### config.mk
export PLATFORM = sky130hd
export DESIGN_NAME = ddr3_cmd_arb
export DESIGN_NICKNAME = d
export VERILOG_FILES = /design/src/rtl/ddr3_cmd_arb.sv
export SDC_FILE = /design/constraint.sdc
export NUM_CORES = 1
export LEC_CHECK = 0
export BUFFER_PORTS_ARGS = -buffer_cell sky130_fd_sc_hd__buf_4
export CORE_AREA = 10 10 338 340
export CTS_CLUSTER_SIZE = 14
export DETAILED_ROUTE_END_ITERATION = 12
export DIE_AREA = 0 0 348 350
export HOLD_SLACK_MARGIN = 0.06
export SLEW_MARGIN = 30
export SYNTH_ARGS = -nofsm -noshare
export SYNTH_HDL_FRONTEND = slang
export SYNTH_SLANG_ARGS = --single-unit
### constraint.sdc
create_clock -name i_clk_div -period 3.5 [get_ports i_clk_div]
set_input_delay 0.7 -clock i_clk_div [delete_from_list [all_inputs] [get_ports i_clk_div]]
set_output_delay 0.7 -clock i_clk_div [all_outputs]
set_load 0.01 [all_outputs]
### src/rtl/ddr3_cmd_arb.sv
`default_nettype none
// ============================================================================
//  Module   : ddr3_cmd_arb
//  Purpose  : Two-port round-robin arbiter in front of the DDR3 PHY command
//             port. Read grants push the port ID into a tag FIFO so returning
//             read data is routed back to the port that issued the read.
//  Revision : 1.0  initial release
// ============================================================================
module ddr3_cmd_arb #(
  parameter int p_TAG_AW = 3
) (
  input  logic         i_clk_div,
  input  logic         i_rst,
  // port 0
  input  logic         i_p0_cmd_en,
  input  logic         i_p0_cmd_sel,
  input  logic [2:0]   i3_p0_bank,
  input  logic [13:0]  i14_p0_row,
  input  logic [9:0]   i10_p0_col,
  input  logic [127:0] i128_p0_wrdata,
  input  logic [7:0]   i8_p0_wrdm,
  output logic         o_p0_cmd_ack,
  output logic         o_p0_rddata_valid,
  output logic [127:0] o128_p0_rddata,
  // port 1
  input  logic         i_p1_cmd_en,
  input  logic         i_p1_cmd_sel,
  input  logic [2:0]   i3_p1_bank,
  input  logic [13:0]  i14_p1_row,
  input  logic [9:0]   i10_p1_col,
  input  logic [127:0] i128_p1_wrdata,
  input  logic [7:0]   i8_p1_wrdm,
  output logic         o_p1_cmd_ack,
  output logic         o_p1_rddata_valid,
  output logic [127:0] o128_p1_rddata,
  // PHY command port
  input  logic         i_phy_cmd_full,
  output logic         o_phy_cmd_en,
  output logic         o_phy_cmd_sel,
  output logic [2:0]   o3_phy_bank,
  output logic [13:0]  o14_phy_row,
  output logic [9:0]   o10_phy_col,
  output logic [127:0] o128_phy_wrdata,
  output logic [7:0]   o8_phy_wrdm,
  // PHY read return
  input  logic         i_phy_rddata_valid,
  input  logic [127:0] in_phy_rddata,
  // status
  output logic         o_err,
  output logic         o_busy
);

  localparam int                c_DEPTH   = 1 << p_TAG_AW;
  localparam logic [p_TAG_AW:0] c_FULL    = {1'b1, {p_TAG_AW{1'b0}}};
  localparam logic [p_TAG_AW:0] c_CNT_ONE = {{p_TAG_AW{1'b0}}, 1'b1};
  localparam logic [p_TAG_AW-1:0] c_PTR_ONE = {{(p_TAG_AW-1){1'b0}}, 1'b1};

  // registered state
  logic                cmd_en_q,  cmd_en_d;
  logic                ack0_q,    ack0_d;
  logic                ack1_q,    ack1_d;
  logic                sel_q,     sel_d;
  logic [2:0]          bank_q,    bank_d;
  logic [13:0]         row_q,     row_d;
  logic [9:0]          col_q,     col_d;
  logic [127:0]        wd_q,      wd_d;
  logic [7:0]          dm_q,      dm_d;
  logic                last_q,    last_d;
  logic [c_DEPTH-1:0]  tag_q,     tag_d;
  logic [p_TAG_AW-1:0] wr_ptr_q,  wr_ptr_d;
  logic [p_TAG_AW-1:0] rd_ptr_q,  rd_ptr_d;
  logic [p_TAG_AW:0]   count_q,   count_d;
  logic                rdv0_q,    rdv0_d;
  logic                rdv1_q,    rdv1_d;
  logic [127:0]        rdd0_q,    rdd0_d;
  logic [127:0]        rdd1_q,    rdd1_d;
  logic                err_q,     err_d;

  // combinational helpers
  logic w_ack_any, w_tag_full, w_tag_empty;
  logic w_elig0, w_elig1, w_gnt0, w_gnt1;
  logic w_push, w_pop, w_head;

  // Arbitration, tag FIFO bookkeeping and read-return routing
  always_comb begin
    cmd_en_d = 1'b0;
    sel_d    = sel_q;
    bank_d   = bank_q;
    row_d    = row_q;
    col_d    = col_q;
    wd_d     = wd_q;
    dm_d     = dm_q;
    last_d   = last_q;
    tag_d    = tag_q;
    wr_ptr_d = wr_ptr_q;
    rd_ptr_d = rd_ptr_q;
    count_d  = count_q;
    rdd0_d   = rdd0_q;
    rdd1_d   = rdd1_q;
    err_d    = err_q;

    // An ack in flight blocks all grants so a held request is never reissued.
    w_ack_any   = ack0_q | ack1_q;
    w_tag_full  = (count_q == c_FULL);
    w_tag_empty = (count_q == '0);

    w_elig0 = i_p0_cmd_en & ~i_phy_cmd_full & ~w_ack_any & (~i_p0_cmd_sel | ~w_tag_full);
    w_elig1 = i_p1_cmd_en & ~i_phy_cmd_full & ~w_ack_any & (~i_p1_cmd_sel | ~w_tag_full);

    // On a tie the port that did not win last time gets the grant.
    w_gnt0 = w_elig0 & (~w_elig1 | last_q);
    w_gnt1 = w_elig1 & (~w_elig0 | ~last_q);

    ack0_d = w_gnt0;
    ack1_d = w_gnt1;

    if (w_gnt0) begin
      cmd_en_d = 1'b1;
      last_d   = 1'b0;
      sel_d    = i_p0_cmd_sel;
      bank_d   = i3_p0_bank;
      row_d    = i14_p0_row;
      col_d    = i10_p0_col;
      wd_d     = i128_p0_wrdata;
      dm_d     = i8_p0_wrdm;
    end else if (w_gnt1) begin
      cmd_en_d = 1'b1;
      last_d   = 1'b1;
      sel_d    = i_p1_cmd_sel;
      bank_d   = i3_p1_bank;
      row_d    = i14_p1_row;
      col_d    = i10_p1_col;
      wd_d     = i128_p1_wrdata;
      dm_d     = i8_p1_wrdm;
    end

    w_push = (w_gnt0 & i_p0_cmd_sel) | (w_gnt1 & i_p1_cmd_sel);
    // Empty-FIFO returns are never bypassed from a same-edge push.
    w_pop  = i_phy_rddata_valid & ~w_tag_empty;
    w_head = tag_q[rd_ptr_q];

    if (w_push) begin
      tag_d[wr_ptr_q] = w_gnt1;
      wr_ptr_d        = wr_ptr_q + c_PTR_ONE;
    end
    if (w_pop) begin
      rd_ptr_d = rd_ptr_q + c_PTR_ONE;
    end
    case ({w_push, w_pop})
      2'b10:   count_d = count_q + c_CNT_ONE;
      2'b01:   count_d = count_q - c_CNT_ONE;
      default: count_d = count_q;
    endcase

    rdv0_d = w_pop & ~w_head;
    rdv1_d = w_pop &  w_head;
    if (rdv0_d) rdd0_d = in_phy_rddata;
    if (rdv1_d) rdd1_d = in_phy_rddata;

    if (i_phy_rddata_valid & w_tag_empty) err_d = 1'b1;
  end

  // State register with synchronous reset; last winner resets to port 1
  always_ff @(posedge i_clk_div) begin
    if (i_rst) begin
      cmd_en_q <= 1'b0;
      ack0_q   <= 1'b0;
      ack1_q   <= 1'b0;
      sel_q    <= 1'b0;
      bank_q   <= '0;
      row_q    <= '0;
      col_q    <= '0;
      wd_q     <= '0;
      dm_q     <= '0;
      last_q   <= 1'b1;
      tag_q    <= '0;
      wr_ptr_q <= '0;
      rd_ptr_q <= '0;
      count_q  <= '0;
      rdv0_q   <= 1'b0;
      rdv1_q   <= 1'b0;
      rdd0_q   <= '0;
      rdd1_q   <= '0;
      err_q    <= 1'b0;
    end else begin
      cmd_en_q <= cmd_en_d;
      ack0_q   <= ack0_d;
      ack1_q   <= ack1_d;
      sel_q    <= sel_d;
      bank_q   <= bank_d;
      row_q    <= row_d;
      col_q    <= col_d;
      wd_q     <= wd_d;
      dm_q     <= dm_d;
      last_q   <= last_d;
      tag_q    <= tag_d;
      wr_ptr_q <= wr_ptr_d;
      rd_ptr_q <= rd_ptr_d;
      count_q  <= count_d;
      rdv0_q   <= rdv0_d;
      rdv1_q   <= rdv1_d;
      rdd0_q   <= rdd0_d;
      rdd1_q   <= rdd1_d;
      err_q    <= err_d;
    end
  end

  assign o_phy_cmd_en      = cmd_en_q;
  assign o_phy_cmd_sel     = sel_q;
  assign o3_phy_bank       = bank_q;
  assign o14_phy_row       = row_q;
  assign o10_phy_col       = col_q;
  assign o128_phy_wrdata   = wd_q;
  assign o8_phy_wrdm       = dm_q;
  assign o_p0_cmd_ack      = ack0_q;
  assign o_p1_cmd_ack      = ack1_q;
  assign o_p0_rddata_valid = rdv0_q;
  assign o_p1_rddata_valid = rdv1_q;
  assign o128_p0_rddata    = rdd0_q;
  assign o128_p1_rddata    = rdd1_q;
  assign o_err             = err_q;
  assign o_busy            = (count_q != '0);

endmodule
`default_nettype wire
==> results of run 1 <==
==> worst max-delay path, stage by stage (launching register included) <==
cell and delay [ns]:
sky130_fd_sc_hd__dfxtp_1 0.42, sky130_fd_sc_hd__nor4b_1 0.45, sky130_fd_sc_hd__a32o_1 0.37, sky130_fd_sc_hd__nand2_1 0.23, sky130_fd_sc_hd__ha_1 0.35, sky130_fd_sc_hd__xor2_1 0.18, sky130_fd_sc_hd__ha_1 0.20, sky130_fd_sc_hd__a21oi_1 0.14
sky130_fd_sc_hd__xor2_1 0.10, sky130_fd_sc_hd__or3_1 0.31, sky130_fd_sc_hd__a21oi_1 0.14
==> through the flow <==
stage               worst slack, ns  cell area (sq um)
floorplan                     0.341              19900
global placement              0.216              28400
detailed placement            0.209              28400
CTS                           0.554              30100
global route                  0.336              30100
finish                        0.524              30100
==> cells by family (layout without fill, tap and decap cells) <==
kind of cell | Yosys count | after routing
flip-flops | 445 | 445
adder cells (fa/ha/maj) | 5 | 5
XOR/XNOR | 5 | 5
AO/OA/AOI/OAI | 665 | 665
other | 0 | 1
multiplexers | 266 | 266
AND/OR/NAND/NOR | 626 | 626
buffers and inverters | 265 | 1069
==> layout by cell type, fill, tap and decap left out, types with 11 or more instances in the layout <==
| cell | Yosys | layout |
|---|---|---|
| sky130_fd_sc_hd__o21ai_0 | 170 | 170 |
| sky130_fd_sc_hd__nor3_1 | 22 | 22 |
| sky130_fd_sc_hd__nand2_1 | 556 | 556 |
| sky130_fd_sc_hd__nor2_1 | 14 | 14 |
| sky130_fd_sc_hd__buf_4 | 0 | 935 |
| sky130_fd_sc_hd__mux2i_1 | 264 | 264 |
| sky130_fd_sc_hd__a211oi_1 | 11 | 11 |
| sky130_fd_sc_hd__clkbuf_1 | 192 | 16 |
| sky130_fd_sc_hd__dfxtp_1 | 445 | 445 |
| sky130_fd_sc_hd__clkbuf_16 | 0 | 53 |
| sky130_fd_sc_hd__o32a_1 | 163 | 163 |
| sky130_fd_sc_hd__buf_12 | 0 | 35 |
| sky130_fd_sc_hd__o31ai_1 | 146 | 146 |
| sky130_fd_sc_hd__a21oi_1 | 150 | 150 |
==> sequential cells by signal (all words and copies together), names as in the netlist <==
name               flops
o_err                  1
wr_ptr_q               3
o128_p1_rddata       128
o8_phy_wrdm            8
o14_phy_row           14
count_q                4
o_phy_cmd_en           1
o_p1_cmd_ack           1
o128_p0_rddata       128
tag_q                  8
o128_phy_wrdata      128
last_q                 1
o10_phy_col           10
o_phy_cmd_sel          1
rd_ptr_q               3
o3_phy_bank            3
o_p1_rddata_valid      1
o_p0_rddata_valid      1
o_p0_cmd_ack           1
==> final cells by class <==
cell class,instances,share of cell area
diodes,1,0.0000831
clock buffers,79,0.0506
clock inverters,13,0.00557
inverters,7,0.00112
multi-input cells,1567,0.332
flip-flops and latches,445,0.296
well taps,1414,0.0587
repair buffers,970,0.256
==> worst max path at each step <==
stage	from	endpoint	cells after the start
2_1_floorplan	i_phy_cmd_full	count_q[2]$_SDFFE_PP0P_	11
3_3_place_gp	i_phy_cmd_full	count_q[2]$_SDFFE_PP0P_	11
3_5_place_dp	i_phy_cmd_full	count_q[2]$_SDFFE_PP0P_	11
4_1_cts	o_p0_cmd_ack$_SDFF_PP0_	count_q[2]$_SDFFE_PP0P_	10
5_1_grt	o_p1_cmd_ack$_SDFF_PP0_	count_q[2]$_SDFFE_PP0P_	10
6_report	o_p1_cmd_ack$_SDFF_PP0_	count_q[2]$_SDFFE_PP0P_	10
==> layer usage <==
layer | part of all wire | global-route usage | wire length, um | vias up
met1 | 0.39 | 0.177 | 39000 | 9605
li1 | - | - | - | 9739
met3 | 0.10 | 0.0648 | 10500 | 189
met5 | 0.0011 | 0 | 112 | -
met4 | 0.056 | 0.0803 | 5590 | 16
met2 | 0.45 | 0.234 | 44500 | 878
==> power by group <==
part           switching [W]  internal [W]  leakage (nW)  total (W)
clock network        0.00235       0.00322         0.825    0.00557
logic                0.00254       0.00229          8.88    0.00483
registers           0.000453       0.00580          3.63    0.00625
==> impl_summary.log, run 1 <==
[metrics] die width: 348 um
[metrics] Mapped Area: 19900 sq um
[metrics] leading cell types by count after synthesis: sky130_fd_sc_hd__nand2_1, sky130_fd_sc_hd__dfxtp_1, sky130_fd_sc_hd__mux2i_1
[metrics] global router's overall resource usage: 0.152
[metrics] post-synthesis share of cell area spent on and, or, nand and nor gates: 0.125
[metrics] Synth cell types: 46
[metrics] start point of the worst min-delay path: i128_p1_wrdata[7]
[metrics] Peak Freq: 0.336 GHz
[metrics] Avg Inst Size Synth: 8.75 sq um
[metrics] register area: 8910 sq um
[metrics] required time of the critical path: 4.05 ns
[metrics] Worst-path clk slew: 0.06 ns
[metrics] largest family of logic cells by synthesized area: compound AO/OA/AOI/OAI gates
[metrics] DRC violation count after routing: 0
[metrics] share of synthesized area occupied by flip-flops and latches: 0.447
[metrics] total wirelength of the detailed-routed design: 99700 um
[metrics] largest fanout on the critical path: 7
[metrics] worst hold-check path type: in -> reg
[metrics] setup violators final: 0
[metrics] Final Hold Violating Endpoints: 0
[metrics] Adder-Cell Fraction of Synth Area: 0.00314
[metrics] Pwr Density: 553 nW/um^2
[metrics] RD Place Congestion: 0.857
[metrics] number of I/O pins: 889
[metrics] std cell rows: 121
[metrics] TritonCTS clock tree: yes
[metrics] number of warning messages in the yosys log: 0
[metrics] total clock sinks: 445
[metrics] count of filler cells inserted in the layout: 11636
[metrics] antenna violations before repair: 12
[metrics] Post-CTS Hold Buffers: 0
[metrics] placeable core region: 108000 sq um
[metrics] outcome: finished, final reports clean
[metrics] Hold Path End: o128_phy_wrdata[7]$_SDFFE_PP0P_
[metrics] worst reg2reg path depth: 10
[metrics] summed negative setup slack over all endpoints: 0 ns
[metrics] total leakage power: 13.3 nW
[metrics] Final Hold Slack: 0.337 ns
[metrics] PostCTS Resize Cnt: 0
[metrics] H-tree levels: 2
[metrics] DRC marker count from the first detailed-route iteration: 1406
[metrics] minimum clock period after layout: 2.98 ns
[metrics] vias in the first global route: 19760
[metrics] synthesized netlist net count: 2744
[metrics] highest ir drop seen on vdd: 0.309 mV
[metrics] count of flip-flops with a built-in enable after synthesis: 0
[metrics] vertical extent of the die: 350 um
[metrics] instance count after placement with tap cells included: 4403
[metrics] number of buffers inserted during clock tree synthesis: 53
[metrics] post-synthesis mux area share: 0.134
[metrics] Primary FF master, synth: sky130_fd_sc_hd__dfxtp_1
[metrics] die area: 122000 sq um
[metrics] flops & latches, synth: 445
[metrics] sum of net half-perimeters after detailed placement: 76100 um
[metrics] pin count of the biggest net entering global routing: 106
[metrics] cell with the most instances after synthesis: sky130_fd_sc_hd__nand2_1
[metrics] Pwr Total: 0.0166 W
[metrics] first-pass detailed-route iteration total: 5
[metrics] clk_lat worst skew: 0.63 ns
[metrics] Worst Skew: 0.0263 ns
[metrics] DR vias/cell: 4.54
[metrics] wire length of the first global-routing pass: 140000 um
[metrics] clock tree buffer depth: 3
[metrics] IO Port Bufs: 888
[metrics] Worst Setup End Kind: flip-flop
[metrics] Post-synth ARST share: 0
[metrics] initial standard-cell utilization of the core: 0.185
[metrics] remaining max-slew budget at the tightest pin: 0.429
[metrics] aggregate global routing overflow: 0
[metrics] share of cells above drive strength 1: 0.346
[metrics] cell type with the largest total area after synthesis: sky130_fd_sc_hd__dfxtp_1
[metrics] Antenna Violating Nets Remaining: 0
[metrics] slew at the pin with the worst max-slew slack: 0.857 ns
[metrics] Nets: 3511
[metrics] period utilisation layout: 0.850
[metrics] worst setup path category: reg -> reg
[metrics] count of buffers added by post-CTS timing repair for setup: 0
[metrics] Worst Hold Path Cells: 3
[metrics] final core occ: 0.279
[metrics] Layout area overhead: 51.2%
[metrics] crit start category: flip-flop
[metrics] worst reg-to-reg setup slack: 0.52 ns
[metrics] WP data arrival: 3.53 ns
[metrics] synthesized-area fraction occupied by xor and xnor cells: 0.00220
[metrics] max-slew violation count: 0
[metrics] vias after detailed routing: 20427
[metrics] final standard cell count with taps included and fillers excluded: 4496
[metrics] Crit Reg-Reg Endpoint: count_q[2]$_SDFFE_PP0P_
[metrics] unrepaired setup endpoints after global routing: false
[metrics] Yosys top cell area share: 0.447
[metrics] RR Startpoint: o_p1_cmd_ack$_SDFF_PP0_
[metrics] Synth Instances: 2277
[metrics] CTS Root Buffer Type: sky130_fd_sc_hd__clkbuf_16
[metrics] area occupied by multi-input gates: 9990 sq um
[metrics] Max Cap Viol: 0
[metrics] Avg WL per Cell: 22.2 um
[metrics] area fraction in compound gates after synthesis: 0.234
[metrics] biggest area contributors in the synthesized netlist: sky130_fd_sc_hd__dfxtp_1, sky130_fd_sc_hd__mux2i_1, sky130_fd_sc_hd__nand2_1, sky130_fd_sc_hd__o32a_1, sky130_fd_sc_hd__o31ai_1
(Power assumes the default switching activity.)
==> inputs of run 2 (changes only) <==
--- a/config.mk
+++ b/config.mk
@@ -13,2 +13,4 @@
 export HOLD_SLACK_MARGIN = 0.06
+export PLACE_DENSITY = 0.48
+export RECOVER_POWER = 100
 export SLEW_MARGIN = 30
==> constraint.sdc (replaced) <==
create_clock -name i_clk_div -period 3.5 [get_ports i_clk_div]
set_input_delay 0.175 -clock i_clk_div [delete_from_list [all_inputs] [get_ports i_clk_div]]
set_output_delay 0.175 -clock i_clk_div [all_outputs]
set_load 0.01 [all_outputs]
==> impl_summary.log, run 2 (same netlist as run 1, synthesis figures left out) <==
[metrics] pin count of the biggest net entering global routing: 166 (+57%)
[metrics] number of I/O pins: 889 (unchanged)
[metrics] DRC marker count from the first detailed-route iteration: 1385 (-1.5%)
[metrics] crit start category: flip-flop
[metrics] Post-CTS Hold Buffers: 456 (+456)
[metrics] CTS Root Buffer Type: sky130_fd_sc_hd__clkbuf_16
[metrics] Antenna Violating Nets Remaining: 0 (unchanged)
[metrics] DR vias/cell: 4.47 (-1.7%)
[metrics] global router's overall resource usage: 0.157 (+0.00579)
[metrics] initial standard-cell utilization of the core: 0.185 (unchanged)
[metrics] die width: 348 um (unchanged)
[metrics] required time of the critical path: 4.05 ns (about the same)
[metrics] list of cells traversed by the critical path: or4b_1 > o211a_4 > buf_12 > o32a_1 > a21oi_1 > dlygate4sd3_1
[metrics] vertical extent of the die: 350 um (unchanged)
[metrics] minimum clock period after layout: 3.27 ns (+0.296 ns)
[metrics] final standard cell count with taps included and fillers excluded: 4932 (+9.7%)
[metrics] WP data arrival: 3.82 ns (+0.29 ns)
[metrics] TritonCTS clock tree: yes
[metrics] Pwr Total: 0.0170 W (+2.3%)
[metrics] share of cells above drive strength 1: 0.173 (-0.173)
[metrics] Final Hold Slack: 0.126 ns (-0.211 ns)
[metrics] period utilisation layout: 0.935 (+0.0846)
[metrics] vias in the first global route: 22680 (+15%)
[metrics] summed negative setup slack over all endpoints: 0 ns (unchanged)
[metrics] first-pass detailed-route iteration total: 5 (unchanged)
[metrics] total wirelength of the detailed-routed design: 103000 um (+3.3%)
[metrics] highest ir drop seen on vdd: 0.338 mV (+9.4%)
[metrics] longest individual stage delay on the worst path: 0.78 ns (+0.33 ns)
[metrics] total clock sinks: 445 (unchanged)
[metrics] total leakage power: 13.6 nW (+2.0%)
[metrics] worst setup path category: reg -> reg
[metrics] remaining max-slew budget at the tightest pin: 0.208 (-0.221)
[metrics] std cell rows: 121 (unchanged)
[metrics] outcome: finished, final reports clean
[metrics] RD Place Congestion: 0.793 (-7.4%)
[metrics] max-slew violation count: 0 (unchanged)
[metrics] commonest cells after routing, fill and taps aside: sky130_fd_sc_hd__nand2_1, sky130_fd_sc_hd__buf_4, sky130_fd_sc_hd__dlygate4sd3_1
[metrics] Avg WL per Cell: 20.9 um (-5.8%)
[metrics] worst hold-check path type: in -> reg
[metrics] Peak Freq: 0.306 GHz (-9.0%)
[metrics] aggregate global routing overflow: 0 (unchanged)
[metrics] Worst-path clk slew: 0.06 ns (about the same)
[metrics] Worst Setup End Kind: flip-flop
[metrics] die area: 122000 sq um (unchanged)
[metrics] commonest non-fill, non-tap cell in the layout: sky130_fd_sc_hd__nand2_1
[metrics] IO Port Bufs: 888 (unchanged)
[metrics] Nets: 3938 (+12%)
[metrics] slowest stage cell, crit path: sky130_fd_sc_hd__or4b_1
[metrics] PostCTS Resize Cnt: 0 (unchanged)
[metrics] unrepaired setup endpoints after global routing: false
[metrics] Final Hold Violating Endpoints: 0 (unchanged)
[metrics] vias after detailed routing: 22023 (+7.8%)
[metrics] Layout area overhead: 64.5%
[metrics] final core occ: 0.304 (+0.0246)
[metrics] slew at the pin with the worst max-slew slack: 1.18 ns (+0.326 ns)
[metrics] instance count after placement with tap cells included: 4372 (-0.70%)
[metrics] register area: 8910 sq um (unchanged)
[metrics] largest fanout on the critical path: 122 (+115)
[metrics] DRC violation count after routing: 0 (unchanged)
[metrics] clk_lat worst skew: 0.63 ns (about the same)
[metrics] count of buffers added by post-CTS timing repair for setup: 0 (unchanged)
[metrics] count of filler cells inserted in the layout: 11701 (+0.56%)
[metrics] placeable core region: 108000 sq um (unchanged)
[metrics] Pwr Density: 520 nW/um^2 (-6.0%)
[metrics] wire length of the first global-routing pass: 150000 um (+7.2%)
[metrics] sum of net half-perimeters after detailed placement: 73300 um (-3.7%)
[metrics] H-tree levels: 2 (unchanged)
[metrics] Worst Skew: 0.0332 ns (+0.00689 ns)
[metrics] antenna violations before repair: 6 (-6)
[metrics] Max Cap Viol: 0 (unchanged)
[metrics] setup violators final: 0 (unchanged)
[metrics] number of buffers inserted during clock tree synthesis: 55 (+3.8%)
[metrics] clock tree buffer depth: 3 (unchanged)
[metrics] area occupied by multi-input gates: 9940 sq um (-0.55%)
-- run 2: cell count changes in the layout (fill, tap and decap cells not counted), moves of 5 or more --
cell                            previous run  this run
sky130_fd_sc_hd__a211oi_1                 11        19
sky130_fd_sc_hd__a211oi_2                 10         2
sky130_fd_sc_hd__buf_12                   35        17
sky130_fd_sc_hd__buf_4                   935       475
sky130_fd_sc_hd__clkbuf_1                 16       444
sky130_fd_sc_hd__clkbuf_2                  0         7
sky130_fd_sc_hd__clkbuf_8                 10        17
sky130_fd_sc_hd__clkinv_2                  5        10
sky130_fd_sc_hd__dlygate4sd3_1             0       456
-- run 2: power by group --
group / leakage [nW] / total [W] / switching [W] / internal, W
sequential: 3.63 / 0.00625 / 0.000447 / 0.00580
combinational: 9.02 / 0.00471 / 0.00261 / 0.00210
clock: 0.954 / 0.00608 / 0.00242 / 0.00366
total: 13.6 / 0.0170 / 0.00548 / 0.0116
-- run 2: stage by stage --
stage	cell area (sq um)	worst slack, ns
final	32800	0.228
after global routing	32800	0.0728
after CTS	34600	0.235
after detailed placement	28100	0.637
after global placement	28100	0.599
after floorplan	19900	0.705
-- run 2: path summary, 6_finish.rpt --
| kind | to | cells after the start | slack, ns | from |
|---|---|---|---|---|
| max | o128_phy_wrdata[120]$_SDFFE_PP0P_ | 6 | 0.23 | count_q[1]$_SDFFE_PP0P_ |
| min | last_q$_SDFFE_PP1P_ | 5 | 0.13 | i_p1_cmd_sel |
| max reg2reg | o128_phy_wrdata[120]$_SDFFE_PP0P_ | 6 | 0.23 | count_q[1]$_SDFFE_PP0P_ |
| min reg2reg | o128_p0_rddata[54]$_SDFFE_PP0P_ | 2 | 0.45 | o128_p0_rddata[54]$_SDFFE_PP0P_ |
-- run 2: critical path, delay by kind of cell, from the launching register on --
family | cells | cell delay, ns
and+or+nand+nor | 1 | 0.78
buffers and inverters | 2 | 0.86
DFF | 1 | 0.40
AOI/OAI and AO/OA | 3 | 1.05
-- run 2: layout make-up --
class,count,area share
diodes,1,0.0000764
clock buffers,82,0.0509
clock inverters,21,0.00786
inverters,7,0.00103
multi-input cells,1567,0.303
flip-flops and latches,445,0.272
well taps,1414,0.0540
repair buffers,1395,0.311
-- run 2: routing by layer --
metal	routed length, um	track usage	vias to the layer above
li1	-	-	10611
met1	43500	0.192	10434
met2	48300	0.264	821
met3	7730	0.0483	149
met4	3320	0.0471	8
met5	60	0	-
